**src/rtl/axi_rd_stream_pkg.sv**
```systemverilog
// Shared types and AXI constants for the AXI read-to-stream engine.
package axi_rd_stream_pkg;

    typedef enum logic [1:0] {
        ST_IDLE  = 2'd0,
        ST_CALC  = 2'd1,
        ST_ADDR  = 2'd2,
        ST_DRAIN = 2'd3
    } state_t;

    localparam logic [1:0] AXI_BURST_INCR = 2'b01;
    localparam logic [3:0] AXI_CACHE_MOD  = 4'h2;
    localparam logic [2:0] AXI_PROT_NS    = 3'h2;
    localparam logic [1:0] RESP_OKAY      = 2'b00;

    // AXI arsize encoding for a beat of data_w bits
    function automatic logic [2:0] axi_size(input int data_w);
        return 3'($clog2(data_w / 8));
    endfunction

endpackage

```
**src/rtl/iob_fifo_sync.sv**
```systemverilog
// Synchronous first-word-fall-through FIFO used as the beat buffer.
module iob_fifo_sync #(
    parameter int W      = 32,
    parameter int ADDR_W = 5
) (
    input  logic         clk_i,
    input  logic         arst_n_i,
    input  logic         cke_i,
    input  logic         w_en_i,
    input  logic [W-1:0] w_data_i,
    input  logic         r_en_i,
    output logic [W-1:0] r_data_o,
    output logic         empty_o,
    output logic         full_o
);

    logic [W-1:0]    mem [2**ADDR_W];
    logic [ADDR_W:0] wptr, rptr;

    // Pointer update; extra MSB distinguishes full from empty
    always_ff @(posedge clk_i or negedge arst_n_i) begin
        if (!arst_n_i) begin
            wptr <= '0;
            rptr <= '0;
        end else if (cke_i) begin
            if (w_en_i && !full_o)  wptr <= wptr + (ADDR_W+1)'(1);
            if (r_en_i && !empty_o) rptr <= rptr + (ADDR_W+1)'(1);
        end
    end

    // Storage write; contents need no reset
    always_ff @(posedge clk_i) begin
        if (cke_i && w_en_i && !full_o) mem[wptr[ADDR_W-1:0]] <= w_data_i;
    end

    assign r_data_o = mem[rptr[ADDR_W-1:0]];
    assign empty_o  = (wptr == rptr);
    assign full_o   = (wptr[ADDR_W] != rptr[ADDR_W]) &&
                      (wptr[ADDR_W-1:0] == rptr[ADDR_W-1:0]);

endmodule

```
**src/rtl/axi_rd_stream.sv**
```systemverilog
// Reads a linear block over AXI4 and streams the beats out in order.
// Bursts are sized so the beat buffer can always absorb them.
module axi_rd_stream
    import axi_rd_stream_pkg::*;
#(
    parameter int AXI_ADDR_W = 32,
    parameter int AXI_DATA_W = 32,
    parameter int AXI_LEN_W  = 8,
    parameter int AXI_ID_W   = 1,
    parameter int BURST_W    = 4,
    parameter int BUFFER_W   = 5,
    parameter int OUTST_W    = 2
) (
    input  logic                  clk_i,
    input  logic                  arst_n_i,
    input  logic                  cke_i,
    input  logic [AXI_ADDR_W-1:0] cfg_addr_i,
    input  logic [AXI_ADDR_W-1:0] cfg_len_i,
    input  logic                  cfg_valid_i,
    output logic                  cfg_ready_o,
    output logic [AXI_DATA_W-1:0] axis_data_o,
    output logic                  axis_last_o,
    output logic                  axis_valid_o,
    input  logic                  axis_ready_i,
    output logic                  busy_o,
    output logic                  done_o,
    output logic                  error_o,
    output logic [AXI_ID_W-1:0]   axi_arid_o,
    output logic [AXI_ADDR_W-1:0] axi_araddr_o,
    output logic [AXI_LEN_W-1:0]  axi_arlen_o,
    output logic [2:0]            axi_arsize_o,
    output logic [1:0]            axi_arburst_o,
    output logic                  axi_arlock_o,
    output logic [3:0]            axi_arcache_o,
    output logic [2:0]            axi_arprot_o,
    output logic [3:0]            axi_arqos_o,
    output logic                  axi_arvalid_o,
    input  logic                  axi_arready_i,
    input  logic [AXI_DATA_W-1:0] axi_rdata_i,
    input  logic [1:0]            axi_rresp_i,
    input  logic                  axi_rlast_i,
    input  logic                  axi_rvalid_i,
    input  logic [AXI_ID_W-1:0]   axi_rid_i,
    output logic                  axi_rready_o
);

    localparam int BYTES_W = $clog2(AXI_DATA_W / 8);
    localparam int CRED_W  = BUFFER_W + 1;
    localparam int MW      = (AXI_ADDR_W > 13) ? AXI_ADDR_W : 13;
    localparam logic [OUTST_W-1:0] OUTST_MAX = '1;

    state_t                state;
    logic [AXI_ADDR_W-1:0] addr_q, rem_q, len_q, pop_cnt;
    logic [AXI_LEN_W-1:0]  arlen_q;
    logic [BURST_W:0]      burst_q;
    logic [CRED_W-1:0]     credits;
    logic [OUTST_W-1:0]    outst;
    logic                  arvalid_q, busy_q, done_q, error_q;
    logic [MW-1:0]         bnd_beats, burst_c;
    logic                  calc_go, r_hs, r_done, ar_hs, ax_hs, cfg_hs, fifo_empty, fifo_full;
    logic                  unused_ok;

    assign r_hs   = axi_rvalid_i && axi_rready_o;
    assign r_done = r_hs && axi_rlast_i;
    assign ar_hs  = axi_arvalid_o && axi_arready_i;
    assign ax_hs  = axis_valid_o && axis_ready_i;
    assign cfg_hs = cfg_valid_i && cfg_ready_o;

    // Beats left before the next 4 KB page; only meaningful with wide addresses
    generate
        if (AXI_ADDR_W >= 13) begin : g_bnd
            assign bnd_beats = MW'((13'h1000 - {1'b0, addr_q[11:0]}) >> BYTES_W);
        end else begin : g_nobnd
            assign bnd_beats = '1;
        end
    endgenerate

    // Burst size: remaining, capped by max burst and page boundary
    always_comb begin
        burst_c = MW'(rem_q);
        if (burst_c > MW'(2**BURST_W)) burst_c = MW'(2**BURST_W);
        if (burst_c > bnd_beats)       burst_c = bnd_beats;
    end

    // Wait for room for the whole burst rather than issuing fragments
    assign calc_go = (burst_c != '0) && (burst_c <= MW'(credits)) && (outst != OUTST_MAX);

    // Main control FSM with registered AR and status outputs
    always_ff @(posedge clk_i or negedge arst_n_i) begin
        if (!arst_n_i) begin
            state     <= ST_IDLE;
            addr_q    <= '0;
            rem_q     <= '0;
            len_q     <= '0;
            arlen_q   <= '0;
            burst_q   <= '0;
            arvalid_q <= 1'b0;
            busy_q    <= 1'b0;
            done_q    <= 1'b0;
        end else if (cke_i) begin
            done_q <= 1'b0;
            case (state)
                ST_IDLE: if (cfg_valid_i) begin
                    addr_q <= cfg_addr_i;
                    rem_q  <= cfg_len_i;
                    len_q  <= cfg_len_i;
                    if (cfg_len_i == '0) begin
                        done_q <= 1'b1;
                    end else begin
                        busy_q <= 1'b1;
                        state  <= ST_CALC;
                    end
                end
                ST_CALC: if (calc_go) begin
                    arlen_q   <= AXI_LEN_W'(burst_c - MW'(1));
                    burst_q   <= (BURST_W+1)'(burst_c);
                    rem_q     <= rem_q - AXI_ADDR_W'(burst_c);
                    arvalid_q <= 1'b1;
                    state     <= ST_ADDR;
                end
                ST_ADDR: if (axi_arready_i) begin
                    arvalid_q <= 1'b0;
                    addr_q    <= addr_q + (AXI_ADDR_W'(burst_q) << BYTES_W);
                    state     <= (rem_q != '0) ? ST_CALC : ST_DRAIN;
                end
                ST_DRAIN: if (outst == '0 && pop_cnt == len_q) begin
                    busy_q <= 1'b0;
                    done_q <= 1'b1;
                    state  <= ST_IDLE;
                end
                default: state <= ST_IDLE;
            endcase
        end
    end

    // Buffer credits: taken when a burst is committed, returned per popped beat
    always_ff @(posedge clk_i or negedge arst_n_i) begin
        if (!arst_n_i) credits <= CRED_W'(2**BUFFER_W);
        else if (cke_i)
            credits <= credits
                     - ((state == ST_CALC && calc_go) ? CRED_W'(burst_c) : '0)
                     + CRED_W'(ax_hs);
    end

    // Outstanding bursts: issued on AR handshake, retired on rlast
    always_ff @(posedge clk_i or negedge arst_n_i) begin
        if (!arst_n_i)  outst <= '0;
        else if (cke_i) outst <= outst + OUTST_W'(ar_hs) - OUTST_W'(r_done);
    end

    // Popped-beat counter locates the final stream beat
    always_ff @(posedge clk_i or negedge arst_n_i) begin
        if (!arst_n_i)   pop_cnt <= '0;
        else if (cke_i) begin
            if (cfg_hs)     pop_cnt <= '0;
            else if (ax_hs) pop_cnt <= pop_cnt + AXI_ADDR_W'(1);
        end
    end

    // Sticky error from any non-OKAY read response, cleared by a new job
    always_ff @(posedge clk_i or negedge arst_n_i) begin
        if (!arst_n_i)   error_q <= 1'b0;
        else if (cke_i) begin
            if (cfg_hs)                                 error_q <= 1'b0;
            else if (r_hs && axi_rresp_i != RESP_OKAY) error_q <= 1'b1;
        end
    end

    iob_fifo_sync #(
        .W      (AXI_DATA_W),
        .ADDR_W (BUFFER_W)
    ) u_fifo (
        .clk_i    (clk_i),
        .arst_n_i (arst_n_i),
        .cke_i    (cke_i),
        .w_en_i   (r_hs),
        .w_data_i (axi_rdata_i),
        .r_en_i   (axis_ready_i),
        .r_data_o (axis_data_o),
        .empty_o  (fifo_empty),
        .full_o   (fifo_full)
    );

    assign cfg_ready_o   = (state == ST_IDLE);
    assign busy_o        = busy_q;
    assign done_o        = done_q;
    assign error_o       = error_q;
    assign axis_valid_o  = !fifo_empty;
    assign axis_last_o   = axis_valid_o && (pop_cnt == len_q - AXI_ADDR_W'(1));
    assign axi_rready_o  = busy_q;
    assign axi_arvalid_o = arvalid_q;
    assign axi_araddr_o  = addr_q;
    assign axi_arlen_o   = arlen_q;
    assign axi_arid_o    = '0;
    assign axi_arsize_o  = axi_size(AXI_DATA_W);
    assign axi_arburst_o = AXI_BURST_INCR;
    assign axi_arlock_o  = 1'b0;
    assign axi_arcache_o = AXI_CACHE_MOD;
    assign axi_arprot_o  = AXI_PROT_NS;
    assign axi_arqos_o   = '0;

    // Read id is ignored (single id) and credits keep the FIFO from filling past capacity
    assign unused_ok = ^{axi_rid_i, fifo_full};

endmodule

```
**config.mk**
```make
export PLATFORM = sky130hd
export DESIGN_NAME = axi_rd_stream
export DESIGN_NICKNAME = d
export VERILOG_FILES = /design/src/rtl/axi_rd_stream_pkg.sv /design/src/rtl/iob_fifo_sync.sv /design/src/rtl/axi_rd_stream.sv
export SDC_FILE = /design/constraint.sdc
export NUM_CORES = 2
export LEC_CHECK = 0
export BUFFER_PORTS_ARGS = -buffer_cell sky130_fd_sc_hd__buf_4
export CAP_MARGIN = 25
export CORE_AREA = 2 2 430 219
export DETAILED_ROUTE_END_ITERATION = 8
export DIE_AREA = 0 0 432 221
export GPL_TIMING_DRIVEN = 1
export PLACE_DENSITY_LB_ADDON = 0.1
export SKIP_CTS_REPAIR_TIMING = 1
export SLEW_MARGIN = 5
export SYNTH_ARGS = -nofsm -noshare
export SYNTH_HDL_FRONTEND = slang
export SYNTH_SLANG_ARGS = --single-unit
export TNS_END_PERCENT = 5
```
**constraint.sdc**
```tcl
create_clock -name clk_i -period 6.68 [get_ports clk_i]
set_clock_uncertainty 0.05 [all_clocks]
set_input_delay 1.336 -clock clk_i [delete_from_list [all_inputs] [get_ports clk_i]]
set_output_delay 1.336 -clock clk_i [all_outputs]
set_load 0.01 [all_outputs]
```
==> out/qor.csv <==
metric;value;unit
Static Leak;0.0204;uW
Final Power;20200;uW
Hold WS;0.438;ns
Slew headroom;0.265;
Initial Util;0.556;
Clock transition at path regs;0.07;ns
global-route usage over all layers;0.281;
Die Span Y;221;um
hold depth;2;
Setup violations, final;0;
clock latency on the worst-skew pair;0.71;ns
die area;95500;um^2
WP data required;7.17;ns
kind of critical path;reg -> reg;
drt first pass iters;6;
first-pass GRT wire length;195000;um
share of the synthesized area in the top cell type;0.603;
drt total wl;133000;um
synthesis-to-layout area growth;14.5;%
pwr/cell area;345;nW/um^2
antenna-violating nets left;0;
synth cell count leaders;1,024 x edfxtp_1, 320 x mux4_2, 261 x nand2_1, 166 x dfrtp_1, 135 x nor2_1;
Post-DP HPWL;80800;um
Max FO, Critical Path;7;
initial antenna violation count;6;
Max Cap Viol;0;
worst min-delay path category;reg -> reg;
I/O Pins;205;
status;complete, no violations;
sequential power share;0.420;
TritonCTS clock tree;yes;
Async SR Flop Fraction;0.140;
initial DRC count;4154;
sequential area share after synthesis;0.685;
root buffer cell;clkbuf_16;
TritonCTS Sinks;1191;
ys flop type;edfxtp_1;
GPL Wtd Cong;0.945;
Mapped Area;51000;um^2
Die W;432;um
worst-case clock buffer depth;3;
cells after synthesis;2971;
Worst Setup Start Kind;flop;
Crit Reg-Reg Endpoint;rem_q[30];
hold path start;axi_arlen_o[5];
FF-to-FF Start;axi_araddr_o[3];
crit path DAT;6.93;ns
flop2flop setup slack;0.24;ns
Synth area leader;edfxtp_1;
Seq cells post-synth;1191;
Synth Area per Inst;17.2;um^2
worst-case reg-to-reg path depth;27;
port bufs;185;
fmax;155;MHz
Yosys warning count;0;
worst slew pin tran;1.08;ns
Hold Path Sink;axi_arlen_o[5];
Synth area leaders;edfxtp_1 60%, mux4_2 14%, dfrtp_1 8.1%;
via count;29400;
Cell Int Power;14500;uW
Final Hold Vio Count;0;
Slowest Stage Delay on Critical Path;0.54;ns
Sw Pwr;5630;uW
most frequent cell after synthesis;edfxtp_1;
Overflow after GRT;0;
largest net degree at the start of global routing;112;
Final nets;3451;
EDFF count, synth;1024;
fin. max-slew vios;0;
DRC viols;0;
number of CTS-inserted buffers;103;
VDD IR-drop max;0.000381;V
post-route minimum period;6.44;ns
Yosys cell types;84;
Setup crit end kind;flop;
htree depth;3;
switching share of total power;0.279;
combinational share of power;0.272;
core box area;91800;um^2
vias per cell;6.44;
row cnt;79;
layout cells sized above 1;0.273;
clock share of power;0.308;
routed length per placed instance;29.1;um
Slowest cell on crit path;or4_4;
vias in the first global route;28300;
Final period util;0.965;
==> layout make-up <==
class / count / area, um^2
multi-input cells: 1604 / 15800
flip-flops and latches: 1191 / 34900
well taps: 1215 / 1520
clock buffers: 131 / 2740
diodes: 2 / 5.00
inverters: 51 / 191
repair buffers: 312 / 2480
fillers: 6391 / 33400
clock inverters: 63 / 744
==> per-stage QoR <==
step | setup TNS [ns] | utilization | worst slack [ns] | instance area, um^2 | instances
floorplan | 0 | - | 0.0186 | 51200 | 3013
CTS | 0 | 0.632 | 0.117 | 58000 | 4553
detailed placement | 0 | 0.594 | 0.163 | 54500 | 4359
global route | -0.114 | 0.636 | -0.0809 | 58400 | 4568
finish | 0 | 0.636 | 0.237 | 58400 | 4569
global placement | 0 | 0.594 | 0.149 | 54500 | 4358
==> cell families (layout without fill, tap and decap cells) <==
| family | count (synthesis) | after routing | share of synthesized area |
|---|---|---|---|
| AOI/OAI and AO/OA | 320 | 320 | 0.0389 |
| other | 2 | 46 | 0.000147 |
| DFF | 1191 | 1191 | 0.685 |
| xor gates and xnor gates | 132 | 132 | 0.0227 |
| muxes | 389 | 389 | 0.156 |
| and+or+nand+nor | 638 | 638 | 0.0594 |
| buffers and inverters | 218 | 557 | 0.0182 |
| adders and majority gates | 81 | 81 | 0.0203 |
==> how the worst max path moves through the flow <==
stage / end / startpoint / cells after the start
after CTS: credits[5] / axi_araddr_o[3] / 32
final: rem_q[30] / axi_araddr_o[3] / 27
after floorplan: credits[5] / axi_araddr_o[3] / 34
after global placement: credits[5] / axi_araddr_o[3] / 32
after detailed placement: credits[5] / axi_araddr_o[3] / 32
after global routing: credits[5] / axi_araddr_o[3] / 32
==> registers in the layout (all words and copies together) (netlist names) <==
register and count:
axi_araddr_o 32, axi_arlen_o 8, axi_arvalid_o 1, axi_rready_o 1, burst_q 5, credits 6
done_o 1, error_o 1, len_q 32, outst 2, pop_cnt 32, rem_q 32
state 2, u_fifo.mem 1024, u_fifo.rptr 6, u_fifo.wptr 6
==> critical path: cells and delay by family, from the launching register on <==
kind	cells	cell delay [ns]
AO/OA/AOI/OAI	11	2.27
AND/OR/NAND/NOR	9	2.19
adder cells (fa/ha/maj)	3	0.87
buffers and inverters	4	0.51
flip-flops	1	0.38
==> layer usage <==
layer  vias up  track usage  routed length (um)
met2      1481        0.370               55100
met3       158       0.0506               13000
li1      12300            -                   -
met4         4       0.0587                2380
met1     15500        0.486               62400
met5         -            0                  27
==> cells in the final DEF, fill, tap and decap left out, drive strengths merged, types with 29 or more instances in the layout <==
cell	Yosys	layout
a21oi	68	68
buf	62	312
clkbuf	105	131
clkinv	1	39
conb	2	44
dfrtp	166	166
edfxtp	1024	1024
ha	78	78
inv	50	52
mux2	40	40
mux2i	29	29
mux4	320	320
nand2	262	262
nand3	41	41
nand4	30	30
nor2	136	136
nor3	31	31
nor4	32	32
o21ai	117	117
xnor2	73	73
xor2	59	59
==> power groups by stage <==
stage | Sequential (uW) | Clock (uW) | Combinational [uW]
finish | 8470 | 6210 | 5490
global route | 8490 | 6620 | 5850
CTS | 8470 | 6310 | 5460
detailed placement | 8630 | 0 | 5440
global placement | 8620 | 0 | 5400
floorplan | 8420 | 0 | 3830
Note: power is estimated with default switching activity, not from simulation.
